### src/rtl/round_controller.sv
// Rock-paper-scissors round sequencer: debounces the play key, picks the active
// computer player, latches both choices, scores the round and strobes AI/display.
module round_controller #(
  parameter int DEBOUNCE_CYCLES = 500000,
  parameter int SCORE_W         = 8
) (
  input  logic               CLOCK_50,
  input  logic               reset,
  input  logic               play_n,
  input  logic [1:0]         mode,
  input  logic [1:0]         user,
  input  logic [1:0]         com_ra,
  input  logic [1:0]         com_m,
  input  logic [1:0]         com_re,
  input  logic               re_ready,
  input  logic               draw_done,
  output logic               learn_pulse,
  output logic               draw_start,
  output logic [1:0]         com_choice,
  output logic [1:0]         user_choice,
  output logic [SCORE_W-1:0] user_score,
  output logic [SCORE_W-1:0] com_score,
  output logic               uwin,
  output logic               cwin,
  output logic               equ,
  output logic               busy
);

  localparam int                 CNT_W     = $clog2(DEBOUNCE_CYCLES);
  localparam logic [CNT_W-1:0]   CNT_LAST  = CNT_W'(DEBOUNCE_CYCLES - 1);
  localparam logic [SCORE_W-1:0] SCORE_MAX = {SCORE_W{1'b1}};
  localparam logic [1:0]         V_DRAW    = 2'b00;
  localparam logic [1:0]         V_COM     = 2'b01;
  localparam logic [1:0]         V_USER    = 2'b10;

  typedef enum logic [2:0] {
    ST_IDLE    = 3'd0,
    ST_PRESS   = 3'd1,
    ST_SELECT  = 3'd2,
    ST_RESOLVE = 3'd3,
    ST_DRAW    = 3'd4,
    ST_RELEASE = 3'd5
  } state_t;

  state_t           state_r, next_state_s;
  logic             sync1_r, play_s;
  logic [CNT_W-1:0] cnt_r;
  logic             cnt_clr_s, cnt_inc_s, latch_s, score_s;
  logic [1:0]       sel_s, verdict_s;

  // Choice encoding: 00 rock, 01 scissor, 10 paper; a com value of 11 scores as a draw.
  function automatic logic [1:0] judge(input logic [1:0] u, input logic [1:0] c);
    logic [1:0] v;
    case ({u, c})
      4'b0001, 4'b0110, 4'b1000: v = V_USER;
      4'b0100, 4'b1001, 4'b0010: v = V_COM;
      default:                   v = V_DRAW;
    endcase
    return v;
  endfunction

  // Two-flop synchronizer for the raw key; idles released (high).
  always_ff @(posedge CLOCK_50) begin
    if (reset) begin
      sync1_r <= 1'b1;
      play_s  <= 1'b1;
    end else begin
      sync1_r <= play_n;
      play_s  <= sync1_r;
    end
  end

  // State register.
  always_ff @(posedge CLOCK_50) begin
    if (reset) state_r <= ST_IDLE;
    else       state_r <= next_state_s;
  end

  // Next-state logic.
  always_comb begin
    next_state_s = state_r;
    case (state_r)
      ST_IDLE:    if (!play_s) next_state_s = ST_PRESS; else next_state_s = ST_IDLE;
      ST_PRESS: begin
        if (play_s)                 next_state_s = ST_IDLE;
        else if (cnt_r == CNT_LAST) next_state_s = ST_SELECT;
        else                        next_state_s = ST_PRESS;
      end
      ST_SELECT: begin
        if (user == 2'b11)                       next_state_s = ST_RELEASE;
        else if (mode == 2'b10 && !re_ready)     next_state_s = ST_SELECT;
        else                                     next_state_s = ST_RESOLVE;
      end
      ST_RESOLVE: next_state_s = ST_DRAW;
      ST_DRAW:    if (draw_done) next_state_s = ST_RELEASE; else next_state_s = ST_DRAW;
      ST_RELEASE: begin
        if (play_s && cnt_r == CNT_LAST) next_state_s = ST_IDLE;
        else                             next_state_s = ST_RELEASE;
      end
      default:    next_state_s = ST_IDLE;
    endcase
  end

  // Per-state control strobes for the counter and datapath.
  always_comb begin
    cnt_clr_s = 1'b0;
    cnt_inc_s = 1'b0;
    latch_s   = 1'b0;
    score_s   = 1'b0;
    case (state_r)
      ST_IDLE:    cnt_clr_s = !play_s;
      ST_PRESS:   cnt_inc_s = !play_s;
      ST_SELECT:  latch_s   = (next_state_s == ST_RESOLVE);
      ST_RESOLVE: score_s   = 1'b1;
      ST_DRAW:    cnt_clr_s = draw_done;
      ST_RELEASE: begin
        if (!play_s) cnt_clr_s = 1'b1;
        else         cnt_inc_s = 1'b1;
      end
      default: begin
        cnt_clr_s = 1'b1;
      end
    endcase
  end

  // Selected computer player; 11 falls back to the random player.
  always_comb begin
    case (mode)
      2'b01:   sel_s = com_m;
      2'b10:   sel_s = com_re;
      default: sel_s = com_ra;
    endcase
    verdict_s = judge(user_choice, com_choice);
  end

  // Shared debounce counter, saturating at its terminal value.
  always_ff @(posedge CLOCK_50) begin
    if (reset)                               cnt_r <= {CNT_W{1'b0}};
    else if (cnt_clr_s)                      cnt_r <= {CNT_W{1'b0}};
    else if (cnt_inc_s && cnt_r != CNT_LAST) cnt_r <= cnt_r + CNT_W'(1);
    else                                     cnt_r <= cnt_r;
  end

  // Choice latches, scoring, strobes and busy flag.
  always_ff @(posedge CLOCK_50) begin
    if (reset) begin
      learn_pulse <= 1'b0;
      draw_start  <= 1'b0;
      com_choice  <= 2'b00;
      user_choice <= 2'b00;
      user_score  <= {SCORE_W{1'b0}};
      com_score   <= {SCORE_W{1'b0}};
      uwin        <= 1'b0;
      cwin        <= 1'b0;
      equ         <= 1'b0;
      busy        <= 1'b0;
    end else begin
      learn_pulse <= score_s;
      draw_start  <= score_s;
      busy        <= (next_state_s != ST_IDLE);
      if (latch_s) begin
        com_choice  <= sel_s;
        user_choice <= user;
      end
      if (score_s) begin
        uwin <= (verdict_s == V_USER);
        cwin <= (verdict_s == V_COM);
        equ  <= (verdict_s == V_DRAW);
        if (verdict_s == V_USER && user_score != SCORE_MAX) user_score <= user_score + SCORE_W'(1);
        if (verdict_s == V_COM && com_score != SCORE_MAX)   com_score  <= com_score + SCORE_W'(1);
      end
    end
  end

endmodule

### config.mk
export PLATFORM = sky130hd
export DESIGN_NAME = round_controller
export DESIGN_NICKNAME = d
export VERILOG_FILES = /design/src/rtl/round_controller.sv
export SDC_FILE = /design/constraint.sdc
export NUM_CORES = 1
export LEC_CHECK = 0
export CAP_MARGIN = 10
export CELL_PAD_IN_SITES_DETAIL_PLACEMENT = 0
export CELL_PAD_IN_SITES_GLOBAL_PLACEMENT = 1
export CORE_AREA = 2 2 78 80
export CTS_BUF_LIST = sky130_fd_sc_hd__clkbuf_4 sky130_fd_sc_hd__clkbuf_8
export CTS_CLUSTER_SIZE = 25
export DETAILED_ROUTE_END_ITERATION = 10
export DIE_AREA = 0 0 80 82
export GPL_TIMING_DRIVEN = 0
export PLACE_DENSITY = 0.91
export SETUP_SLACK_MARGIN = 0.2
export SYNTH_ARGS = -nofsm -noshare
export SYNTH_HDL_FRONTEND = slang
export SYNTH_SLANG_ARGS = --single-unit
### constraint.sdc
create_clock -name CLOCK_50 -period 2.75 [get_ports CLOCK_50]
set_input_delay 0.825 -clock CLOCK_50 [delete_from_list [all_inputs] [get_ports CLOCK_50]]
set_output_delay 0.825 -clock CLOCK_50 [all_outputs]
set_load 0.02 [all_outputs]
==> run metrics <==
buffers and inverters on the worst path 2; Compound-Gate Fraction of Synth Area 0.117; RSZ-0062 raised after global routing no; Power Density 418 nW/µm²; post-synthesis adder-cell area fraction 0.0255; clock tree sinks 49; Simple-Gate Fraction of Synth Area 0.298; mapped cell area 2450 µm²; slew of the pin with the lowest slew margin 1.13 ns; Required @ worst endpoint 2.99 ns; syn_nets 310; worst rel slew slack 0.241; hold_buf cts 0; CP Cell Sequence clkdlybuf4s50_1, or3_1, clkbuf_1, or4_1, o21ai_0; setup TNS 0 ns; H-tree levels 2; DIE HEIGHT 82 µm; Starting Density 0.427; Layout Cells excl Fill 413; fin nets 357; Yosys top cell area share 0.400; Max Cap Violations 0; Worst Hold Class reg2reg; vias in the first global route 2027; first-pass GRT wire length 9000 µm; overall die width 80 µm; largest family of logic cells by synthesized area simple AND/OR/NAND/NOR gates; biggest cell delay along the critical path 0.55 ns; critical path data arrival time 2.66 ns; maximum root-to-sink buffer count 2; DR DRC count 0; Ant. Diodes 0; maximum vdd ir drop 229 µV; number of detailed-route iterations in the first pass 4; Routed Antenna Nets 0; Total Wirelength 5470 µm; # resized after CTS 0; fraction of layout cells with a size suffix above 1 0.0473; Final period util 0.880; drt via density 5.31; synth top area cells dfxtp_1 (40%), xnor2_1 (7.8%), nor2_1 (6.7%); post-synthesis mux area share 0.0204; Clock Skew 0.0133 ns; final setup violation count 0; Root Driver clkbuf_8; slowest CP cell or4_1; Final min period 2.42 ns; startpoint types input pin; Peak Freq 413 MHz; Iteration-0 DRC Markers 91; vias after detailed routing 2192; PortBufs 40; post-route cell area 3040 µm²; dominant cell type by area after synthesis dfxtp_1; Wirelength per Cell 13.2 µm; post-CTS setup buffer count 0; GP Congestion 0.845; Reg clk slew, reported paths 0.10 ns; Post-synth EDFFs 0; Inst Count DP 405; CTS tree yes; post-synthesis xor/xnor area fraction 0.107; Yosys reg bits 49; pin count of the biggest net entering global routing 16; hpwl dp 4040 µm; Die Area 6560 µm²; total chip power 1.27 mW; ys async rst share 0; Worst Path Max Fanout 10; # IOs 41; run status finished clean; Hold Fails Final Rpt 0; Core Footprint 5750 µm²; sequential share of the synthesized area 0.400; area grow syn2layout 23.9%; Synth Instances 290; initial antenna violation count 0; Avg Synthesized Cell Area 8.47 µm²; Lkg Pwr 1.04 nW; Total GRT Usage 0.172; Overflow after GRT 0; crit-path leading delay family simple AND/OR/NAND/NOR gates; clock latency on the worst-skew pair 0.31 ns; CTS Buf Count 5; Unique masters post-synth 49; row count 28; CP Class in2reg; CP Capture Type flip-flop; YS warnings 0; Main synth FF type dfxtp_1; Max Slew Vio Count 0; Post-DP Area 2950 µm²
-- path summary, 6_finish.rpt --
| check | start | endpoint | slack (ns) | cells past startpoint |
|---|---|---|---|---|
| worst max-delay path | reset | cnt_r[6] | 0.33 | 5 |
| worst min-delay path | sync1_r | play_s | 0.42 | 1 |
| worst max register to register | cnt_r[8] | busy | 0.64 | 5 |
| worst min register to register | sync1_r | play_s | 0.42 | 1 |
-- layout make-up --
cell class	instances	area (µm²)
repair buffers	40	400
fillers	554	2710
clock buffers	6	76.3
flip-flops and latches	49	981
plain buffers	11	46.3
well taps	75	93.8
multi-input cells	221	1390
clock inverters	2	15.0
inverters	9	33.8
-- state kept, by name (all words and copies together) (netlist names), 2 cells and up --
register     count
cnt_r           19
com_score        8
user_score       8
state_r          3
com_choice       2
user_choice      2
-- logic make-up (layout without fill, tap and decap cells) --
kind of cell | Yosys count | after routing
xor gates and xnor gates | 30 | 30
and+or+nand+nor | 136 | 136
muxes | 5 | 5
adders and majority gates | 5 | 5
AOI/OAI and AO/OA | 45 | 45
DFF | 49 | 49
buffers and inverters | 20 | 68
-- synth_stat cells (all sizes together), types with 2 or more instances --
cell and n:
a2111oi 2, a211oi 5, a21o 2, a21oi 12, a22oi 2, and2 2
and3 2, and4 3, buf 3, clkbuf 8, dfxtp 49, ha 5
inv 9, mux2i 5, nand2 19, nand2b 3, nand3 15, nand3b 2
nand4 9, nor2 44, nor3 9, nor4 4, nor4b 4, nor4bb 2
o211ai 2, o21ai 11, or2 2, or3 8, or4b 2, xnor2 22
xor2 8
-- routing by layer --
layer / global-route usage / routed length, µm
met1: 0.213 / 2540
met2: 0.304 / 2660
met3: 0.0385 / 204
met4: 0.0424 / 53
met5: 0 / 0
-- report_power, final --
group	switching [mW]	internal [mW]	total, mW	leakage, nW
sequential	0.00485	0.718	0.723	0.395
clock	0.249	0.190	0.439	0.0408
combinational	0.0586	0.0497	0.108	0.601
-- metrics by stage --
stage               utilization  hold WS, ns  setup WS [ns]
floorplan                     -        0.389          0.665
global placement          0.513        0.398         0.0348
detailed placement        0.513        0.394        0.00686
CTS                       0.529        0.416          0.337
global route              0.529        0.436          0.237
finish                    0.529        0.416          0.330
-- cell usage in the layout, fill, tap and decap left out, drive strengths merged, types with 2 or more instances in the layout --
cell type,instances
nand3,15
nand4,9
o21ai,11
a22oi,2
and4,3
clkdlybuf4s50,40
nor4bb,2
or2,2
or3,8
nand2b,3
and2,2
xor2,8
o211ai,2
xnor2,22
a21oi,12
buf,3
inv,9
mux2i,5
nand3b,2
nand2,19
dfxtp,49
ha,5
a2111oi,2
and3,2
nor4b,4
clkbuf,14
a211oi,5
nor3,9
clkinvlp,2
nor2,44
or4b,2
nor4,4
a21o,2
Power figures use the tool's default switching activity.
==> edit 1: new RTL, config.mk and constraints unchanged <==
Set the parameter `SCORE_W` to 7 (it was 8).
--- a/src/rtl/round_controller.sv
+++ b/src/rtl/round_controller.sv
@@ -4,3 +4,3 @@
   parameter int DEBOUNCE_CYCLES = 500000,
-  parameter int SCORE_W         = 8
+  parameter int SCORE_W         = 7
 ) (
Ports: changed (resized com_score and user_score); port bits go from 41 to 39. No check against the original RTL was run, so the function may have changed too.
==> edit 1 against the unedited design <==
  * Combinational power shrank 45%
  * Area after synthesis shrank 5.5%
  * Synthesized cell count shrank 7.9%
  * Setup slack gained 36 ps
  * Count of clock-buffer cells in the layout shrank 1
  * Routed wire length shrank 6.8%
  * Clock power grew 37%
  * Sequential cell count shrank 2
  * Utilization shrank 1.9 points
  * First-iteration DRC count grew 42%
  * Critical path depth grew 1
  * Power grew 5.8%
  * Via count shrank 6.0%
  * Design area shrank 3.6%
==> edit 1: results (changes against the unedited design) <==
register area share after synthesis=0.4054 (+0.005799); Vias per Instance=5.312 (about the same); RePlAce Congestion=0.8008 (-5.3%); Placement Setup Slack=48.20 ps (+41.34 ps); Final #Nets=332 (-7.0%); worst slew pin tran=874.9 ps (-253.7 ps); hold path start=sync1_r; first-pass GRT wire length=8763 um (-2.6%); vias in the first global route=2011 (-0.79%); htree depth=2 (unchanged); antenna violations before repair=0 (unchanged); Synth Area in Compound Gates=0.1305 (+0.01323); Worst Path Max Fanout=10 (unchanged); syn_nets=287 (-7.4%); largest net degree at the start of global routing=16 (unchanged); GRT Util Overall=0.1684 (-0.003798); status=finished, final reports clean; Ys Warns=0 (unchanged); DP HPWL=3792 um (-6.2%); Reg2Reg Setup Slack=710 ps (+70 ps); Reg2Reg Launch Point=cnt_r[6]; routed length per placed instance=13.13 um (-0.76%); crit path DAT=2570 ps (-90 ps); post-synthesis xor/xnor area fraction=0.08679 (-0.02024); reg2reg end=busy; Clock Path Buffers=2 (unchanged); Yosys cell types=50 (+2.0%); Largest regs=cnt_r (19), com_score (7), user_score (7); DR iter-0 viols=129 (+42%); Port Buffers=38 (-5.0%); layout cells sized above 1=0.07348 (+0.02615); Hold Path Sink=play_s; most common library cells after synthesis=dfxtp_1, nor2_1, nand2_1; WHS=413.7 ps (-2.717 ps); number of post-CTS setup repair buffers=0 (unchanged); clock-pin slew of the registers on the worst-case setup and hold paths=approximately 90 ps; placed cell areas=0.002795 mm^2 (-5.2%); mux contribution to synthesized area=0.02156 (+0.001176); top cells by area, synth=dfxtp_1, nor2_1, xor2_1, xnor2_1, nand2_1; worst r2r path cells=6 (+1); maximum VDD drop=287.6 uV (+25%); post-CTS sizing=0 (unchanged); Pleak=1.059 nW (+2.1%); Int Power=0.001075 W (+12%); adder-cell share of the synthesized area=0.02695 (+0.001470); Final Skew=4.162 ps (-9.159 ps); fillcell total=551 (-0.54%); Clock Tree Root=clkbuf_8
[edit 1: cell count changes in the layout (fill, tap and decap cells not counted), sizes merged, moves of 4 or more]
cell | before | now
o211ai | 2 | 6
xnor2 | 22 | 11
nand3 | 15 | 10
clkbuf | 14 | 9
or3 | 8 | 4
nand4 | 9 | 5
or4 | 1 | 5
a211oi | 5 | 0
xor2 | 8 | 12
nor3 | 9 | 5
[edit 1: stage by stage]
stage	instances	utilization
after floorplan	267	-
after global placement	380	0.4865
after detailed placement	380	0.4865
after CTS	388	0.5102
after global routing	388	0.5102
final	388	0.5102
[edit 1: how the worst max path moves through the flow]
stage / start / to / slack, ps
after floorplan: reset / busy / 920
after global placement: reset / busy / 60
after detailed placement: reset / busy / 50
after CTS: reset / busy / 380
after global routing: reset / busy / 260
final: reset / busy / 370
[edit 1: critical path, stage by stage]
cell             delay (ps)
clkdlybuf4s50_1         530
clkbuf_1                430
nor2_1                  140
o311ai_1                140
o31ai_1                 140
or3_1                   370
[edit 1: power groups by stage]
stage	clock (W)	combinational [W]	sequential [W]
2_1_floorplan	0	0.0000275	0.000700
4_1_cts	0.000614	0.0000606	0.000684
3_3_place_gp	0	0.0000594	0.000700
5_1_grt	0.000653	0.0000659	0.000685
6_report	0.000600	0.0000599	0.000684
3_5_place_dp	0	0.0000605	0.000700
[edit 1: layout make-up]
cell class,count,share of cell area
Multi-Input combinational cell,205,0.4490
Sequential cell,47,0.3210
Timing Repair Buffer,38,0.1297
Tap cell,75,0.03201
Clock buffer,5,0.02347
Clock inverter,3,0.02305
Buffer,9,0.01408
Inverter,6,0.007682
[edit 1: metal layers]
layer  GRT usage  wire, um
met4     0.06610        81
met5           0         0
met1      0.1988      2409
met2      0.2967      2444
met3     0.03846       159
==> edit 2: new RTL, config.mk and constraints unchanged <==
Made on the original files. Reset style: asynchronous (`reset`), changed in 4 clocked blocks.
--- a/src/rtl/round_controller.sv
+++ b/src/rtl/round_controller.sv
@@ -62,3 +62,3 @@
   // Two-flop synchronizer for the raw key; idles released (high).
-  always_ff @(posedge CLOCK_50) begin
+  always_ff @(posedge CLOCK_50 or posedge reset) begin
     if (reset) begin
@@ -73,3 +73,3 @@
   // State register.
-  always_ff @(posedge CLOCK_50) begin
+  always_ff @(posedge CLOCK_50 or posedge reset) begin
     if (reset) state_r <= ST_IDLE;
@@ -136,3 +136,3 @@
   // Shared debounce counter, saturating at its terminal value.
-  always_ff @(posedge CLOCK_50) begin
+  always_ff @(posedge CLOCK_50 or posedge reset) begin
     if (reset)                               cnt_r <= {CNT_W{1'b0}};
@@ -144,3 +144,3 @@
   // Choice latches, scoring, strobes and busy flag.
-  always_ff @(posedge CLOCK_50) begin
+  always_ff @(posedge CLOCK_50 or posedge reset) begin
     if (reset) begin
Function: differs if reset is asserted again (counterexample within 4 cycles, from zero or initial values and one cycle with reset high); with reset held inactive, the same outputs for 10 cycles.
==> edit 2 against the unedited design <==
  * Setup slack improved by 33 ps
  * First-iteration DRC count up 42%
  * Design area is 4.2% higher
  * Worst hold slack worse by 51 ps
  * Global-route usage fell by 0.20 points
  * Power increased by 12%
  * Area after synthesis grew 3.8%
  * Sequential power increased by 6.8%
  * Non-clock buffer count down 2
  * Sequential cell count unchanged
  * Synthesized cell count down 12%
  * Routed wire length down 5.7%
  * Combinational power is 53% higher
  * Largest power group unchanged
==> edit 2: results (changes against the unedited design) <==
Worst Setup SP=mode[0]; DP HPWL=3741 um (-7.5%); routed length per placed instance=13.60 um (+2.8%); crit path DAT=2590 ps (-70 ps); Placement Setup Slack=1.772 ps (-5.085 ps); largest net degree at the start of global routing=43 (+27); Final #Nets=323 (-9.5%); RePlAce Congestion=0.8096 (-4.2%); top cells by area, synth=dfrtp_1, xnor2_1, xor2_1, nand2_1, o21ai_0; Yosys cell types=48 (-2.0%); Area growth syn-to-layout=24.30%; most frequently used flop master after synthesis=dfrtp_1; ys async rst share=1.000 (+1.000); most common library cells after synthesis=dfrtp_1, nand2_1, o21ai_0; Vias per Instance=5.372 (+1.2%); layout cells sized above 1=0.1151 (+0.06779); register area share after synthesis=0.4821 (+0.08249); Worst Path Max Fanout=5 (-5); Final Skew=5.175 ps (-8.147 ps); n_diodes=0 (unchanged); status=finished, final reports clean; hold path start=sync1_r; syn_nets=275 (-11%); DR iter-0 viols=129 (+42%); vias in the first global route=1838 (-9.3%); placed cell areas=0.003063 mm^2 (+3.9%); fillcell total=537 (-3.1%); Pleak=1.329 nW (+28%); Synth top area share=0.4615 (+0.06187); worst slew pin tran=555.4 ps (-573.2 ps); GRT Util Overall=0.1702 (-0.001998); max-capacitance violation count=0 (unchanged); maximum VDD drop=375.2 uV (+64%)
[edit 2: cell count changes after synthesis, sizes merged, moves of 5 or more]
cell / unedited run / this run
buf: 3 / 8
clkbuf: 8 / 0
o21ai: 11 / 20
dfxtp: 49 / 0
xnor2: 22 / 14
dfrtp: 0 / 47
mux2: 0 / 5
nor2: 44 / 15
[edit 2: cell families after synthesis]
family	Yosys count	synth area share
and+or+nand+nor	104	0.2322
muxes	6	0.02602
adders and majority gates	5	0.02455
buffers and inverters	21	0.03682
DFF	49	0.4821
xor gates and xnor gates	24	0.08542
AOI/OAI and AO/OA	46	0.1129
[edit 2: layer usage]
metal | global-route usage | share of wire
met4 | 0.05593 | 0.013
met5 | 0 | 0
met3 | 0.04176 | 0.042
met2 | 0.2750 | 0.48
met1 | 0.2261 | 0.46
[edit 2: final cells by class]
| class | instances | share of cell area |
|---|---|---|
| Inverter | 13 | 0.01540 |
| Timing Repair Buffer | 41 | 0.1327 |
| Clock buffer | 7 | 0.03041 |
| Clock inverter | 1 | 0.002765 |
| Sequential cell | 49 | 0.3878 |
| Buffer | 8 | 0.01422 |
| Multi-Input combinational cell | 185 | 0.3870 |
| Tap cell | 75 | 0.02962 |
[edit 2: worst max-delay path, cell delays in order]
cell	delay, ps
clkdlybuf4s50_1	480
inv_1	50
ha_1	210
nor2b_1	160
nor4b_2	480
mux2_2	390
[edit 2: path summary, 6_finish.rpt]
path	end	slack, ps	cells past startpoint
setup / recovery	user_choice[1]	360	6
min in group asynchronous	user_score[2]	730	2
setup reg to reg	cnt_r[2]	720	7
hold reg to reg	play_s	370	0
max in group asynchronous	play_s	1510	3
hold / removal	play_s	370	0
[edit 2: power by group]
part,switching [W],internal (W),total (W)
sequential,0.0000277,0.000744,0.000772
combinational,0.0000843,0.0000804,0.000165
clock,0.000250,0.000233,0.000483
[edit 2: stage by stage]
step	instances	power, W
after floorplan	255	0.0008691
after global placement	370	0.0009459
after detailed placement	371	0.0009538
after CTS	379	0.001435
after global routing	379	0.001477
final	379	0.001419
